## src/rtl/ifetch_queue.sv

```systemverilog
`default_nettype none
// ============================================================================
// Module   : ifetch_queue
// Purpose  : Sequential instruction fetch with a {pc, word} FIFO toward decode;
//            optional capture-cycle bypass when IFQ_BYPASS_EN is defined.
// Revision : 1.0 - initial release
// ============================================================================
module ifetch_queue #(
  parameter int          DEPTH    = 4,
  parameter logic [31:0] RESET_PC = 32'h0000_0000
) (
  input  logic        clk,
  input  logic        rst,
  output logic [31:0] mem_addr,
  input  logic [31:0] mem_data,
  output logic        inst_valid,
  input  logic        inst_ready,
  output logic [31:0] inst,
  output logic [31:0] inst_pc,
  input  logic        redirect_valid,
  input  logic [31:0] redirect_pc
);

  localparam int                 c_ptr_w = $clog2(DEPTH);
  localparam int                 c_cnt_w = c_ptr_w + 1;
  localparam logic [c_cnt_w-1:0] c_depth = c_cnt_w'(DEPTH);

  logic [31:0]        r_fetch_pc;
  logic [c_cnt_w-1:0] r_count;
  logic [c_ptr_w-1:0] r_rd_ptr;
  logic [c_ptr_w-1:0] r_wr_ptr;
  logic               r_inflight;
  logic [31:0]        r_inflight_pc;
  logic [31:0]        r_pc_mem   [DEPTH];
  logic [31:0]        r_word_mem [DEPTH];

  logic [31:0] w_redirect_addr;
  logic        w_issue;
  logic        w_fifo_valid;
  logic        w_bypass;
  logic        w_capture;
  logic        w_push;
  logic        w_pop;

  assign w_redirect_addr = {redirect_pc[31:2], 2'b00};
  // Credit check uses registered state only; a same-cycle pop earns nothing.
  assign w_issue      = (r_count + c_cnt_w'(r_inflight)) < c_depth;
  assign w_fifo_valid = (r_count != '0);
  assign w_capture    = r_inflight & ~redirect_valid;

`ifdef IFQ_BYPASS_EN
  assign w_bypass = ~w_fifo_valid & w_capture;
`else
  assign w_bypass = 1'b0;
`endif

  assign w_push = w_capture & ~(w_bypass & inst_ready);
  assign w_pop  = w_fifo_valid & inst_ready & ~redirect_valid;

  assign mem_addr   = rst ? RESET_PC : (redirect_valid ? w_redirect_addr : r_fetch_pc);
  assign inst_valid = w_fifo_valid | w_bypass;
  assign inst       = w_fifo_valid ? r_word_mem[r_rd_ptr] : (w_bypass ? mem_data : 32'd0);
  assign inst_pc    = w_fifo_valid ? r_pc_mem[r_rd_ptr] : (w_bypass ? r_inflight_pc : 32'd0);

  always_ff @(posedge clk or posedge rst) begin
    if (rst) begin
      r_fetch_pc    <= RESET_PC;
      r_count       <= '0;
      r_rd_ptr      <= '0;
      r_wr_ptr      <= '0;
      r_inflight    <= 1'b0;
      r_inflight_pc <= RESET_PC;
    end else if (redirect_valid) begin
      // The redirect address goes out this cycle, so the new stream is already in flight.
      r_fetch_pc    <= w_redirect_addr + 32'd4;
      r_count       <= '0;
      r_rd_ptr      <= '0;
      r_wr_ptr      <= '0;
      r_inflight    <= 1'b1;
      r_inflight_pc <= w_redirect_addr;
    end else begin
      if (w_issue) begin
        r_fetch_pc    <= r_fetch_pc + 32'd4;
        r_inflight_pc <= r_fetch_pc;
      end
      r_inflight <= w_issue;
      if (w_push) begin
        r_wr_ptr <= r_wr_ptr + c_ptr_w'(1);
      end
      if (w_pop) begin
        r_rd_ptr <= r_rd_ptr + c_ptr_w'(1);
      end
      case ({w_push, w_pop})
        2'b10:   r_count <= r_count + c_cnt_w'(1);
        2'b01:   r_count <= r_count - c_cnt_w'(1);
        default: r_count <= r_count;
      endcase
    end
  end

  always_ff @(posedge clk) begin
    if (w_push) begin
      r_pc_mem[r_wr_ptr]   <= r_inflight_pc;
      r_word_mem[r_wr_ptr] <= mem_data;
    end
  end

endmodule
`default_nettype wire
```

## config.mk

```make
export PLATFORM = sky130hd
export DESIGN_NAME = ifetch_queue
export DESIGN_NICKNAME = d
export VERILOG_FILES = /design/src/rtl/ifetch_queue.sv
export SDC_FILE = /design/constraint.sdc
export NUM_CORES = 1
export LEC_CHECK = 0
export BUFFER_PORTS_ARGS = -buffer_cell sky130_fd_sc_hd__buf_2
export CORE_MARGIN = 10
export CORE_UTILIZATION = 29
export CTS_CLUSTER_SIZE = 28
export DETAILED_ROUTE_END_ITERATION = 10
export HOLD_SLACK_MARGIN = 0.08
export PLACE_DENSITY_LB_ADDON = 0.05
export SLEW_MARGIN = 25
export SYNTH_ARGS = -nofsm -noshare
export SYNTH_HDL_FRONTEND = slang
export SYNTH_SLANG_ARGS = --single-unit
```

## constraint.sdc

```tcl
create_clock -name clk -period 4.1 [get_ports clk]
set_clock_uncertainty 0.1 [all_clocks]
set_input_delay 0.82 -clock clk [delete_from_list [all_inputs] [get_ports clk]]
set_output_delay 0.82 -clock clk [all_outputs]
set_load 0.01 [all_outputs]
```

==> flow_summary.yaml <==
grt:
  grt_max_degree: 71
  grt_usage_pct: 12.9
  antenna_found_initial: 0
  grt_pass1_vias: 8505
  grt_pass1_wl_um: 55800
  grt-ovfl-total: 0
detailed_routing:
  drt-wirelength-per-cell_um: 21.1
  via_count: 8000
  wl_met3_um: 1700
  firstDrtPassIters: 6
  m1WireLength_um: 17600
  wl_met2_um: 16700
  highest_layer: "met4"
  wirelength_um: 36600
  dr.first_iter.drc_count: 385
  via_per_inst: 4.63
  ant_nets: 0
  drc_errors: 0
timing:
  finalMaxSlewViolations: 0
  finalHoldViolCount: 0
  worst_slew_pin_slew_ns: 0.834
  slew_headroom_pct: 44.4
  setup_viol_count_final: 0
  fin_crit_sh_pct: 86.5
  fmax_mhz: 282
  period_needed_ns: 3.55
  final.setup.tns_ns: 0
  rsz0062_at_grt: "false"
finish:
  post-route-util_pct: 35.5
  areaGrowthSynthToFinish_pct: 21.4
  seqCellArea_mm2: 0.00916
  multi_input_area_mm2: 0.00453
  antenna_cells: 0
  drive_above_1_share_pct: 30.6
  nets: 1157
  fillers: 4646
floorplanning:
  core_area_mm2: 0.0476
  die_area_mm2: 0.0572
  die_h_um: 239
  start_util_pct: 29.3
  io_pins: 165
  die-width_um: 239
  row_count: 80
clock_tree:
  clk_pin_slew_worst_paths_ns: 0.06
  insertion_delay_ns: 0.54
  clock-root-buffer: "clkbuf_16"
  clock_sinks: 316
  tritoncts.num_buffers: 39
  cts_tree: "done"
  cts_resized: 0
  clk_path_buf_depth: 3
  cts_htree_levels: 2
  cts_hold_buf: 0
  postCtsSetupBuffers: 0
critical_path:
  critPathCaptureType: "output port"
  reg2reg_from: "r_count[2]$_DFFE_PP0P_"
  required_ns: 3.18
  slowest_delay_ns: 0.73
  cpMaxStageDelayCell: "or3_2"
  crit_family: "simple AND/OR/NAND/NOR gates"
  crit_chain: "or3_2, buf_4, and2_1, buf_2"
  crit_path_max_fanout: 46
  path_class: "register to output port"
  critical_path.startpoint: "r_count[2]$_DFFE_PP0P_"
  critPathBufInv: 2
  critPathArrivalTime_ns: 2.63
  cp-start-kind: "register"
logic_synthesis:
  ys_types: 55
  synth_area_per_cell_um2: 15.4
  syn_inst: 906
  synth_edf_count: 248
  ys_seq_area_share_pct: 65.6
  yosys_warnings: 0
  ys_seq_elements: 316
  synthFlopType: "edfxtp_1"
  synth_area_mm2: 0.0139
  async_reset_ff_share_pct: 21.5
power:
  irDropWorstVdd_mv: 0.249
  p_leak_nw: 6.24
  power.density_mw_per_mm2: 633
  power.total_mw: 10.7
min_path:
  hold_start: "mem_data[8]"
  hold_class: "input pin to register"
placement:
  portBuffers: 158
  routabilityCongestion: 0.724
  dpl.hpwl_um: 23900
status:
  status: "completed"
run:
  maxCapViolCount: 0
==> sequential cells by signal, summed over array words and instances, names as in the netlist <==
| register | cells |
|---|---|
| r_inflight_pc | 30 |
| r_fetch_pc | 30 |
| r_wr_ptr | 2 |
| r_word_mem | 128 |
| r_inflight | 1 |
| r_pc_mem | 120 |
| r_count | 3 |
| r_rd_ptr | 2 |
==> stage by stage <==
step / cells / cell area [µm²] / hold slack (ns) / setup slack, ns
after global routing: 1729 / 16900 / 0.360 / 0.357
final: 1729 / 16900 / 0.390 / 0.554
after detailed placement: 1657 / 15600 / 0.415 / 0.839
after CTS: 1729 / 16900 / 0.341 / 0.398
after global placement: 1657 / 15600 / 0.414 / 0.850
after floorplan: 909 / 13900 / 0.371 / 0.398
==> cell type report <==
type                            count  share of cell area [%]
Timing Repair Buffer              187                    6.57
Clock inverter                     24                    1.40
Multi-Input combinational cell    528                    26.8
Clock buffer                       48                    6.33
Inverter                           11                   0.244
Tap cell                          615                    4.55
Sequential cell                   316                    54.1
==> cells by family after synthesis <==
family	after synthesis	share of synthesized area, %
flip-flops	316	65.6
multiplexers	113	13.7
adder cells (fa/ha/maj)	6	0.593
buffers and inverters	65	2.17
AO/OA/AOI/OAI	91	3.73
XOR/XNOR	58	3.64
AND/OR/NAND/NOR	256	10.5
other	1	0.0269
==> path summary, 6_finish.rpt <==
kind                                         endpoint  slack, ns  cells after the start
max                                       inst_pc[19]       0.55                      4
max reg2reg                    r_count[2]$_DFFE_PP0P_       1.31                      8
max in group asynchronous     r_rd_ptr[1]$_DFFE_PP0P_       2.22                      4
min                        r_word_mem[0][8]$_DFFE_PP_       0.39                      1
min reg2reg                 r_pc_mem[0][24]$_DFFE_PP_       0.42                      0
min in group asynchronous   r_fetch_pc[4]$_DFFE_PP0P_       0.68                      3
==> Yosys cell counts (all sizes together) (2+ instances only) <==
master,n,area [µm²]
dfrtp,68,1700
edfxtp,248,7450
nand2b,24,150
mux2i,49,490
mux4,62,1400
a21oi,37,185
nor4,4,50.1
o21a,5,37.5
nor2,34,128
clkbuf,25,93.8
a211oi,2,15.0
nand3,19,100
nor2b,3,18.8
nand4b,4,35.0
and2,68,425
or3,2,12.5
nand4,6,58.8
nand3b,6,70.1
xnor2,43,377
inv,11,41.3
mux2,2,22.5
o21ai,38,194
nand2,58,225
ha,5,62.6
a22oi,3,41.3
buf,29,168
xor2,15,131
nor3,22,140
==> placed cells by master, fill, tap and decap left out, types with 5 or more instances in the layout <==
cell        instances
clkbuf_16          40
clkinv_2            5
nand3_1            18
o21a_1              5
mux2i_1            49
mux4_2             62
ha_1                5
nor3_1             16
clkinv_1            8
buf_12              8
a21oi_1            37
clkinvlp_4          5
and2_1             64
buf_4              22
xor2_1             14
nor2_1             34
dfrtp_1            66
inv_1              10
edfxtp_1          248
xnor2_1            42
buf_2             157
nand2b_1           24
nand2_1            57
o21ai_0            34
nor3_2              6
==> where the power goes <==
part | switching [mW] | internal, mW | total (mW) | leakage (nW)
Clock | 1.35 | 2.11 | 3.47 | 0.627
Sequential | 0.325 | 4.07 | 4.39 | 3.09
Combinational | 1.56 | 1.28 | 2.85 | 2.52
Total | 3.24 | 7.46 | 10.7 | 6.24
==> routing by layer <==
| layer | GRT usage [%] | vias to the layer above |
|---|---|---|
| met3 | 3.28 | 36 |
| li1 | - | 3753 |
| met4 | 2.97 | 0 |
| met1 | 18.0 | 4042 |
| met2 | 19.8 | 169 |
| met5 | 0 | - |
==> worst reg2reg max path: stages, from the launching register on <==
cell     delay (ns)
dfrtp_1        0.49
or3_2          0.73
nand2_1        0.30
nor3_1         0.09
fa_1           0.38
or3_1          0.35
nand2_1        0.08
xnor2_1        0.11
nor2_1         0.05
Note: power is estimated with default switching activity, not from simulation.
